`src/rtl/simon_round_engine.sv`:
```
// ---------------------------------------------------------------------------
// simon_round_engine
//   Iterative SIMON block cipher datapath, one round per clock. Encrypts or
//   decrypts one block per transaction using an externally expanded key
//   schedule (simon_kexp), read by index through rk_idx/rk.
//   Modes: 64/128 (32-bit words, 44 rounds), 128/128 (64-bit words, 68 rounds).
//
// Ports
//   ck         clock, all state on posedge
//   nrst       synchronous active-low reset
//   mode       0 = 64/128, 1 = 128/128; sampled on accept
//   dir        0 = encrypt, 1 = decrypt; sampled on accept
//   exp_valid  key schedule complete; gates acceptance only
//   d_data     input block {x, y}; in 64/128 only [63:0] is used
//   d_valid    input block valid
//   d_ready    engine idle and key schedule valid
//   rk_idx     round-key index requested this cycle (0 outside RUN)
//   rk         round key for rk_idx, same-cycle combinational lookup
//   o_data     result block, same layout as d_data, held through DONE
//   o_valid    result valid
//   o_ready    downstream accepts result
//   busy       high while rounds are being applied
// ---------------------------------------------------------------------------
module simon_round_engine #(
    parameter int SIMON_MAX_ROUNDS     = 68,
    parameter int SIMON_MAX_WORD_WIDTH = 64,
    parameter int SIMON_BLOCK_WIDTH    = 128
) (
    input  logic                            ck,
    input  logic                            nrst,
    input  logic                            mode,
    input  logic                            dir,
    input  logic                            exp_valid,
    input  logic [SIMON_BLOCK_WIDTH-1:0]    d_data,
    input  logic                            d_valid,
    output logic                            d_ready,
    output logic [$clog2(SIMON_MAX_ROUNDS)-1:0] rk_idx,
    input  logic [SIMON_MAX_WORD_WIDTH-1:0] rk,
    output logic [SIMON_BLOCK_WIDTH-1:0]    o_data,
    output logic                            o_valid,
    input  logic                            o_ready,
    output logic                            busy
);

    localparam int WW = SIMON_MAX_WORD_WIDTH;
    localparam int HW = WW / 2;
    localparam int IW = $clog2(SIMON_MAX_ROUNDS);

    localparam logic SIMON_MODE_64_128  = 1'b0;
    localparam logic SIMON_MODE_128_128 = 1'b1;

    typedef enum logic [1:0] {S_IDLE, S_RUN, S_DONE} state_t;

    state_t                       r_state;
    logic                         r_mode;
    logic                         r_dir;
    logic [WW-1:0]                r_x;
    logic [WW-1:0]                r_y;
    logic [IW-1:0]                r_rnd;
    logic [SIMON_BLOCK_WIDTH-1:0] r_odata;
    logic                         r_ovalid;

    logic [IW-1:0]                w_tm1;
    logic [WW-1:0]                w_fin;
    logic [WW-1:0]                w_oth;
    logic [HW-1:0]                w_f32;
    logic [WW-1:0]                w_f64;
    logic [WW-1:0]                w_f;
    logic [WW-1:0]                w_k;
    logic [WW-1:0]                w_t;
    logic [WW-1:0]                w_xn;
    logic [WW-1:0]                w_yn;
    logic [SIMON_BLOCK_WIDTH-1:0] w_res;

    // Last round index T-1 for the latched mode
    assign w_tm1 = (r_mode == SIMON_MODE_128_128) ? IW'(SIMON_MAX_ROUNDS - 1) : IW'(43);

    // Encrypt mixes f(x) into y; decrypt mixes f(y) into x. Selecting the
    // operands up front lets one f() instance serve both directions.
    assign w_fin = r_dir ? r_y : r_x;
    assign w_oth = r_dir ? r_x : r_y;

    assign w_f32 = ({w_fin[HW-2:0], w_fin[HW-1]} & {w_fin[HW-9:0], w_fin[HW-1:HW-8]})
                 ^  {w_fin[HW-3:0], w_fin[HW-1:HW-2]};
    assign w_f64 = ({w_fin[WW-2:0], w_fin[WW-1]} & {w_fin[WW-9:0], w_fin[WW-1:WW-8]})
                 ^  {w_fin[WW-3:0], w_fin[WW-1:WW-2]};

    // In 32-bit mode the upper halves of x/y are held at zero, so masking
    // f and the key keeps the whole datapath 32-bit clean.
    assign w_f = r_mode ? w_f64 : {{HW{1'b0}}, w_f32};
    assign w_k = r_mode ? rk    : {{HW{1'b0}}, rk[HW-1:0]};
    assign w_t = w_oth ^ w_f ^ w_k;

    assign w_xn = r_dir ? r_y : w_t;
    assign w_yn = r_dir ? w_t : r_x;

    assign w_res = r_mode ? {w_xn, w_yn}
                          : {{WW{1'b0}}, w_xn[HW-1:0], w_yn[HW-1:0]};

    assign d_ready = (r_state == S_IDLE) & exp_valid;
    assign busy    = (r_state == S_RUN);
    assign rk_idx  = busy ? (r_dir ? (w_tm1 - r_rnd) : r_rnd) : '0;
    assign o_data  = r_odata;
    assign o_valid = r_ovalid;

    always_ff @(posedge ck) begin
        if (!nrst) begin
            r_state  <= S_IDLE;
            r_mode   <= SIMON_MODE_64_128;
            r_dir    <= 1'b0;
            r_x      <= '0;
            r_y      <= '0;
            r_rnd    <= '0;
            r_odata  <= '0;
            r_ovalid <= 1'b0;
        end else begin
            case (r_state)
                S_IDLE: begin
                    if (d_valid && exp_valid) begin
                        r_mode  <= mode;
                        r_dir   <= dir;
                        r_x     <= mode ? d_data[2*WW-1:WW] : {{HW{1'b0}}, d_data[WW-1:HW]};
                        r_y     <= mode ? d_data[WW-1:0]    : {{HW{1'b0}}, d_data[HW-1:0]};
                        r_rnd   <= '0;
                        r_state <= S_RUN;
                    end
                end
                S_RUN: begin
                    r_x   <= w_xn;
                    r_y   <= w_yn;
                    r_rnd <= r_rnd + 1'b1;
                    if (r_rnd == w_tm1) begin
                        r_odata  <= w_res;
                        r_ovalid <= 1'b1;
                        r_state  <= S_DONE;
                    end
                end
                S_DONE: begin
                    if (o_ready) begin
                        r_ovalid <= 1'b0;
                        r_state  <= S_IDLE;
                    end
                end
                default: r_state <= S_IDLE;
            endcase
        end
    end

endmodule

```
`config.mk`:
```
export PLATFORM = sky130hd
export DESIGN_NAME = simon_round_engine
export DESIGN_NICKNAME = d
export VERILOG_FILES = /design/src/rtl/simon_round_engine.sv
export SDC_FILE = /design/constraint.sdc
export NUM_CORES = 1
export LEC_CHECK = 0
export CAP_MARGIN = 5
export CORE_MARGIN = 5
export CORE_UTILIZATION = 25
export DETAILED_ROUTE_END_ITERATION = 6
export GPL_ROUTABILITY_DRIVEN = 0
export PLACE_DENSITY = 0.48
export SLEW_MARGIN = 15
export SYNTH_ARGS = -nofsm -noshare
export SYNTH_HDL_FRONTEND = slang
export SYNTH_SLANG_ARGS = --single-unit
```
`constraint.sdc`:
```
create_clock -name ck -period 8.4 [get_ports ck]
set_clock_uncertainty 0.15 [all_clocks]
set_input_delay 1.68 -clock ck [delete_from_list [all_inputs] [get_ports ck]]
set_output_delay 1.68 -clock ck [all_outputs]
set_load 0.05 [all_outputs]
```
==> Word level (Yosys, flattened, before mapping) <==
Cells that the tools add are included.
{ "word_totals": {"output_inout_bits": 138, "elab_cells": 57, "input_bits": 199, "reg_bits": 268} }
{ "classes": {"add_sub_neg": 2, "reduce_logical": 9, "n_eq_ne": 6, "bitwise_logic": 7, "n_mux": 25} }
{ "ops": {"columns": ["op", "n"], "rows": [
  ["two-way mux 64 bit", 10],
  ["case mux 64 bit (2 select lines)", 2],
  ["bitwise XOR 64 bit", 3],
  ["two-way mux 128 bit", 1],
  ["bitwise AND 64 bit", 1],
  ["bitwise AND 32 bit", 1],
  ["bitwise XOR 32 bit", 1],
  ["two-way mux 7 bit", 4],
  ["case mux 7 bit (2 select lines)", 1],
  ["adder 7 x 1 -> 7 bit (second input constant)", 1],
  ["== test 7 bit", 1],
  ["subtractor 7 bit", 1],
  ["two-way mux 2 bit", 3],
  ["case mux 2 bit (3 select lines)", 1],
  ["AND reduction 2 bit", 3],
  ["AND reduction 3 bit", 2],
  ["inequality test 2 x 1 -> 1 bit (second input constant)", 2],
  ["nonzero test 2 bit", 2],
  ["== test 2 x 1 -> 1 bit (second input constant)", 1],
  ["== test 2 bit (second input constant)", 1],
  ["logical NOT 2 bit", 1],
  ["two-way mux 1 bit", 2],
  ["inequality test 2 bit (second input constant)", 1],
  ["case mux 1 bit (2 select lines)", 1],
  ["other kinds (2)", 2]
]} }

==> Logic depth before layout (Yosys ltp) <==
Gate-level depths: netlist (run 1).
{ "depth": {"depth_word": 8, "depth_mapped": 12, "mapped_depth_nobuf": 8} }

==> Least setup slack after synthesis (run 1) <==
OpenSTA, ideal clock, no wires.
{ "synth_timing": {"path_type": "input-to-output", "startpoint": "input exp_valid", "endpoint": "output d_ready", "path_slack_ns": 3.744, "t_required_ns": 6.570, "t_arrival_ns": 2.826, "path_buffers": 0, "path_stages": 1, "cell_sequence": "nor3b_1"} }
{ "synth_between": {"elab_chain_cells": 1} }
{ "synth_lines": {"columns": ["element", "line", "rtl"], "rows": [
  ["start, declared", "33", "input logic exp_valid,"],
  ["bitwise AND 1 bit", "100", "assign d_ready = (r_state == S_IDLE) & exp_valid;"],
  ["end, declared", "36", "output logic d_ready,"]
]} }
Every way passes these cells.

==> Final worst setup path (run 1) <==
{ "layout_timing": {"startpoint": "register r_mode", "endpoint": "output rk_idx[6]"} }
{ "layout_between": {"elab_chain_cells": 4} }
{ "layout_lines": {"columns": ["element", "line", "rtl"], "rows": [
  ["start, declared", "55", "logic r_mode;"],
  ["start signal, assigned", "120", "r_mode <= mode;"],
  ["two-way mux 7 bit", "76", "assign w_tm1 = (r_mode == SIMON_MODE_128_128) ? IW'(SIMON_MAX_ROUNDS - 1) : IW'(43);"],
  ["subtractor 7 bit", "102", "assign rk_idx = busy ? (r_dir ? (w_tm1 - r_rnd) : r_rnd) : '0;"],
  ["two-way mux 7 bit (2 in a row)", "102", null],
  ["end, declared", "37", "output logic [$clog2(SIMON_MAX_ROUNDS)-1:0] rk_idx,"]
]} }
Every way passes these cells.

==> impl_metrics.json, run 1 <==
{
  "synth_cell_type_count": 64,
  "antenna_found_initial": 19,
  "postCtsSetupBuffers": 0,
  "cp_max_fo": 25,
  "cp_slowest_cell": "clkdlybuf4s50_1",
  "die_h_um": 265,
  "min_period_ns": 5.81,
  "setup_viol": 0,
  "syn-cell-area_um2": 16300,
  "layout_commonest_cell": "clkdlybuf4s50_1",
  "insertion_delay_ns": 0.56,
  "drtIter0Drc": 1378,
  "die-area_um2": 70400,
  "path_class": "register to output port",
  "wl_per_cell_um": 25.1,
  "worstPathArrival_ns": 3.98,
  "cpPeakStageDelay_ns": 0.82,
  "rsz0062_at_grt": "false",
  "antenna_left": 0,
  "wl_met2_um": 36500,
  "end_kind": "output port",
  "status": "complete, no violations",
  "hp-class": "register to register",
  "cts_root_buffer": "clkbuf_16",
  "tightest_slew_ns": 1.18,
  "relSlewSlack_pct": 21.0,
  "clk_path_buf_depth": 3,
  "hpwl_um": 58700,
  "num_vias": 16651,
  "top_layer_used": "met5",
  "cts_buffers": 36,
  "async_flop_share_pct": 0,
  "ys_seq_elements": 268,
  "synth_edf_count": 0,
  "io_buffers": 336,
  "final_cell_mix": "clkdlybuf4s50_1, dfxtp_1, xnor2_1",
  "viasPerCell": 5.23,
  "critical_path.cell_chain": "inv_1 -> fa_1 -> and3b_1 -> or3_1 -> a21oi_1 -> xnor2_1 -> nor2_1 -> clkdlybuf4s50_1",
  "cts_tree": "yes",
  "layout-drive-gt1-share_pct": 4.57,
  "io_pins": 337,
  "drv_cap": 0,
  "met1_length_um": 35100,
  "finalMaxSlewViolations": 0,
  "synth_nets": 2273,
  "wirelength_um": 79900,
  "overflow": 0,
  "finalSetupTns_ns": 0,
  "synthCells": 2069,
  "cts.sinks": 268,
  "grt_max_degree": 113,
  "htree_levels": 2,
  "hold_buffers": 0,
  "core_um2": 64500,
  "grt_usage_pct": 21.4,
  "vdd_drop_max_mv": 0.117,
  "yosysSeqAreaShare_pct": 32.9,
  "met3WireLength_um": 5500,
  "post-route-period-util_pct": 69.2,
  "utilization_pct": 33.2,
  "start_kind": "register",
  "synth_area_per_cell_um2": 7.88,
  "rows": 93,
  "grt_pass1_vias": 15905,
  "start_util_pct": 25.3,
  "finalHoldViolations": 0,
  "fp.dieW_um": 265,
  "drt_first_pass_iters": 5,
  "clk_pin_slew_ns": 0.06,
  "area.growth.synth_to_final_pct": 31.4,
  "route.detailed.drc": 0,
  "grt_pass1_wl_um": 113000,
  "leakagePower_nw": 6.88,
  "fin_nets": 2499,
  "ys_warn_count": 0,
  "fmax_mhz": 172,
  "powerDensity_nw_per_um2": 171,
  "cp.required_ns": 6.57,
  "cts_resized": 0,
  "ys.flop_type": "dfxtp_1"
}
## cell families (layout without fill, tap and decap cells)
group                    count (synthesis)  count (layout)  synth area share [%]
XOR/XNOR                               259             259                  14.4
flip-flops                             268             268                  32.9
AND/OR/NAND/NOR                        644             644                  19.5
multiplexers                            50              50                  3.23
AO/OA/AOI/OAI                          665             665                  24.9
adder cells (fa/ha/maj)                  5               5                 0.430
other                                    0               5                     0
buffers and inverters                  178             430                  4.68
## stage by stage
step / setup WS, ns / hold WS (ns) / total power, mW / cell area, µm² / cells
floorplan: 3.74 / 0.372 / 1.76 / 16300 / 2069
global placement: 3.19 / 0.287 / 2.05 / 20200 / 3112
detailed placement: 3.16 / 0.293 / 2.05 / 20200 / 3112
CTS: 2.54 / 0.301 / 3.71 / 21400 / 3176
global route: 2.45 / 0.321 / 3.80 / 21400 / 3178
finish: 2.59 / 0.300 / 3.67 / 21400 / 3181
## state kept, by name, summed over array words and instances (netlist names)
register / cells
o_data: 128
o_valid: 1
r_dir: 1
r_mode: 1
r_rnd: 7
r_state: 2
r_x: 64
r_y: 64
## layer usage
layer	global-route usage [%]	vias to the layer above
met1	28.7	8045
met2	34.5	605
li1	-	7864
met3	4.60	115
met4	6.80	22
met5	0	-
## critical path, delay by kind of cell, from the launching register on
kind,cells,cell delay [ns]
AOI/OAI and AO/OA,1,0.18
DFF,1,0.71
xor gates and xnor gates,1,0.08
and+or+nand+nor,3,0.62
adders and majority gates,1,0.56
buffers and inverters,2,1.27
## area by class of cell
type / instances / area, µm²
multi-input cells: 1623 / 10200
diodes: 5 / 12.5
repair buffers: 354 / 3490
well taps: 855 / 1070
inverters: 12 / 52.6
fillers: 6804 / 43000
flip-flops and latches: 268 / 5370
clock buffers: 48 / 1040
clock inverters: 16 / 200
## power breakdown
part / internal [mW] / switching [mW] / total (mW)
logic: 0.269 / 0.342 / 0.611
registers: 1.31 / 0.113 / 1.42
clock network: 0.995 / 0.644 / 1.64
total: 2.57 / 1.10 / 3.67
## synthesized netlist by cell type (4+ instances only)
| library cell | n | share of area, % |
|---|---|---|
| inv_1 | 11 | 0.25 |
| o22ai_1 | 19 | 0.73 |
| nor3_1 | 147 | 4.5 |
| or3_1 | 30 | 1.2 |
| nand4b_1 | 6 | 0.32 |
| buf_1 | 6 | 0.14 |
| a211oi_1 | 4 | 0.18 |
| o21ai_0 | 150 | 4.6 |
| clkbuf_1 | 109 | 2.5 |
| o2111ai_1 | 4 | 0.21 |
| and3_1 | 37 | 1.4 |
| xnor2_1 | 213 | 11 |
| mux2_2 | 10 | 0.69 |
| buf_2 | 46 | 1.4 |
| a21boi_0 | 27 | 1.2 |
| ha_1 | 4 | 0.31 |
| o221ai_1 | 7 | 0.38 |
| o21ai_1 | 39 | 1.2 |
| a21o_1 | 25 | 1.2 |
| o211ai_1 | 4 | 0.18 |
| nor3b_1 | 32 | 1.5 |
| and3b_1 | 7 | 0.38 |
| a21oi_1 | 189 | 5.8 |
| dfxtp_1 | 268 | 33 |
| nand4_1 | 6 | 0.23 |
| mux2i_1 | 38 | 2.3 |
| nand3_1 | 41 | 1.3 |
| a22oi_1 | 96 | 4.4 |
| buf_6 | 5 | 0.35 |
| and4_1 | 4 | 0.21 |
| xor2_1 | 41 | 2.2 |
| nor2_1 | 111 | 2.6 |
| o21a_1 | 63 | 2.9 |
| o31ai_1 | 24 | 1.1 |
| nand2_1 | 194 | 4.5 |
## worst paths after layout
kind                                   end  cells after the start                startpoint  slack (ns)
setup / recovery                 rk_idx[6]                      8       r_mode$_SDFFE_PN0P_        2.59
hold / removal    o_data[119]$_SDFFE_PN0P_                      2  o_data[119]$_SDFFE_PN0P_        0.30
setup reg to reg   o_data[37]$_SDFFE_PN0P_                      9       r_mode$_SDFFE_PN0P_        3.77
hold reg to reg   o_data[119]$_SDFFE_PN0P_                      2  o_data[119]$_SDFFE_PN0P_        0.30
(Power assumes the default switching activity.)
==> run 2, diff against run 1 <==
Clock period 8.4 ns to 5.9 ns, I/O delays scaled along.
==> run 2 against run 1 <==
Against the previous run:
- clock power is 45% higher
- sequential share of layout area fell by 0.070 points
- via count rose by 1.0%
- die area is the same
- first-iteration DRC count grew 9.1%
- critical path depth is the same
- critical endpoint unchanged
==> impl_metrics.json, run 2 (same netlist as run 1, synthesis figures left out) <==
{
  "min_period_ns": 4.71,
  "wl_per_cell_um": 25.2,
  "antenna_left": 0,
  "rsz0062_at_grt": "false",
  "leakagePower_nw": 6.90,
  "route.detailed.drc": 0,
  "fill_cells": 6864,
  "grt_pass1_wl_um": 114000,
  "cts_root_buffer": "clkbuf_16",
  "path_class": "register to output port",
  "hpwl_um": 59700,
  "multiInputGateArea_um2": 10200,
  "hp-class": "register to register",
  "grt_pass1_vias": 16074,
  "insertion_delay_ns": 0.56,
  "area.growth.synth_to_final_pct": 31.8,
  "postCtsSetupBuffers": 0,
  "wirelength_um": 80400,
  "finalSetupTns_ns": 0,
  "end_kind": "output port",
  "critical_path.cell_chain": "inv_1 -> fa_1 -> and3b_1 -> or3_1 -> a21oi_1 -> xnor2_1 -> nor2_1 -> clkdlybuf4s50_1",
  "power_mw": 5.27,
  "powerDensity_nw_per_um2": 245,
  "finalMaxSlewViolations": 0,
  "critPathTopFamily": "buffers and inverters",
  "start_kind": "register",
  "drtIter0Drc": 1503,
  "cts_resized": 0,
  "cts.sinks": 268,
  "fin_cells": 3186,
  "fin_nets": 2502,
  "start_util_pct": 25.3,
  "finalHoldViolations": 0,
  "core_um2": 64500,
  "die-area_um2": 70400,
  "cp.required_ns": 4.57,
  "layout_commonest_cell": "clkdlybuf4s50_1",
  "io_pins": 337,
  "placed_cells": 3115,
  "status": "complete, no violations",
  "post-route-period-util_pct": 79.8,
  "rows": 93,
  "grt_max_degree": 90,
  "hold_ws_ns": 0.298,
  "clk_pin_slew_ns": 0.05,
  "vdd_drop_max_mv": 0.139,
  "fp.dieW_um": 265,
  "drv_cap": 0,
  "tightest_slew_ns": 1.21,
  "clk_path_buf_depth": 3,
  "largest_reg_flops": 128,
  "cpPeakStageDelay_ns": 0.83,
  "cts_tree": "yes",
  "worstPathArrival_ns": 3.38,
  "die_h_um": 265,
  "cts_buffers": 36,
  "drt_first_pass_iters": 5,
  "htree_levels": 2,
  "cp_slowest_cell": "clkdlybuf4s50_1",
  "fmax_mhz": 212,
  "hold_buffers": 0,
  "ff_latch_area_um2": 5370,
  "utilization_pct": 33.3,
  "grt_usage_pct": 21.6,
  "layout-drive-gt1-share_pct": 4.48,
  "cp_max_fo": 9,
  "io_buffers": 336,
  "final_cell_mix": "clkdlybuf4s50_1, dfxtp_1, xnor2_1",
  "critical_path_buf_inv_count": 2,
  "relSlewSlack_pct": 19.4,
  "antenna_found_initial": 16,
  "overflow": 0,
  "num_vias": 16825,
  "setup_viol": 0,
  "viasPerCell": 5.28
}
==> run 2: layout make-up <==
class | instances | area share, %
sequential | 268 | 25.0
clock inverter | 8 | 0.780
multi-input combinational | 1623 | 47.4
clock buffer | 53 | 5.05
tap | 855 | 4.98
antenna | 10 | 0.116
inverter | 12 | 0.233
timing repair buffer | 357 | 16.4
==> run 2: final timing paths <==
check	startpoint	to	slack (ns)	depth (start not counted)
setup / recovery	r_mode$_SDFFE_PN0P_	rk_idx[6]	1.19	8
hold reg to reg	o_data[123]$_SDFFE_PN0P_	o_data[123]$_SDFFE_PN0P_	0.30	2
hold / removal	o_data[123]$_SDFFE_PN0P_	o_data[123]$_SDFFE_PN0P_	0.30	2
setup reg to reg	r_mode$_SDFFE_PN0P_	o_data[84]$_SDFFE_PN0P_	1.97	6
==> run 2: worst register-to-register path, delay by kind of cell, from the launching register on <==
family / cells / cell delay (ns)
XOR/XNOR: 1 / 0.33
buffers and inverters: 1 / 0.78
flip-flops: 1 / 0.32
AND/OR/NAND/NOR: 2 / 1.70
AO/OA/AOI/OAI: 2 / 0.57
==> run 2: per-stage QoR <==
stage / setup slack (ns) / area, µm²
6_report: 1.19 / 21500
5_1_grt: 1.03 / 21500
4_1_cts: 1.16 / 21500
3_5_place_dp: 1.75 / 20200
3_3_place_gp: 1.74 / 20200
2_1_floorplan: 1.81 / 16300
==> run 2: report_power, final <==
group	switching, mW	total [mW]	internal [mW]
clock	0.890	2.38	1.49
combinational	0.496	0.881	0.385
sequential	0.157	2.02	1.86
==> run 2: routing by layer <==
layer | global-route usage (%) | routed length [µm] | share of wire (%)
met5 | 0 | 102 | 0.13
met4 | 6.41 | 2650 | 3.3
met3 | 5.13 | 6540 | 8.1
met2 | 34.9 | 36700 | 46
met1 | 28.7 | 34400 | 43
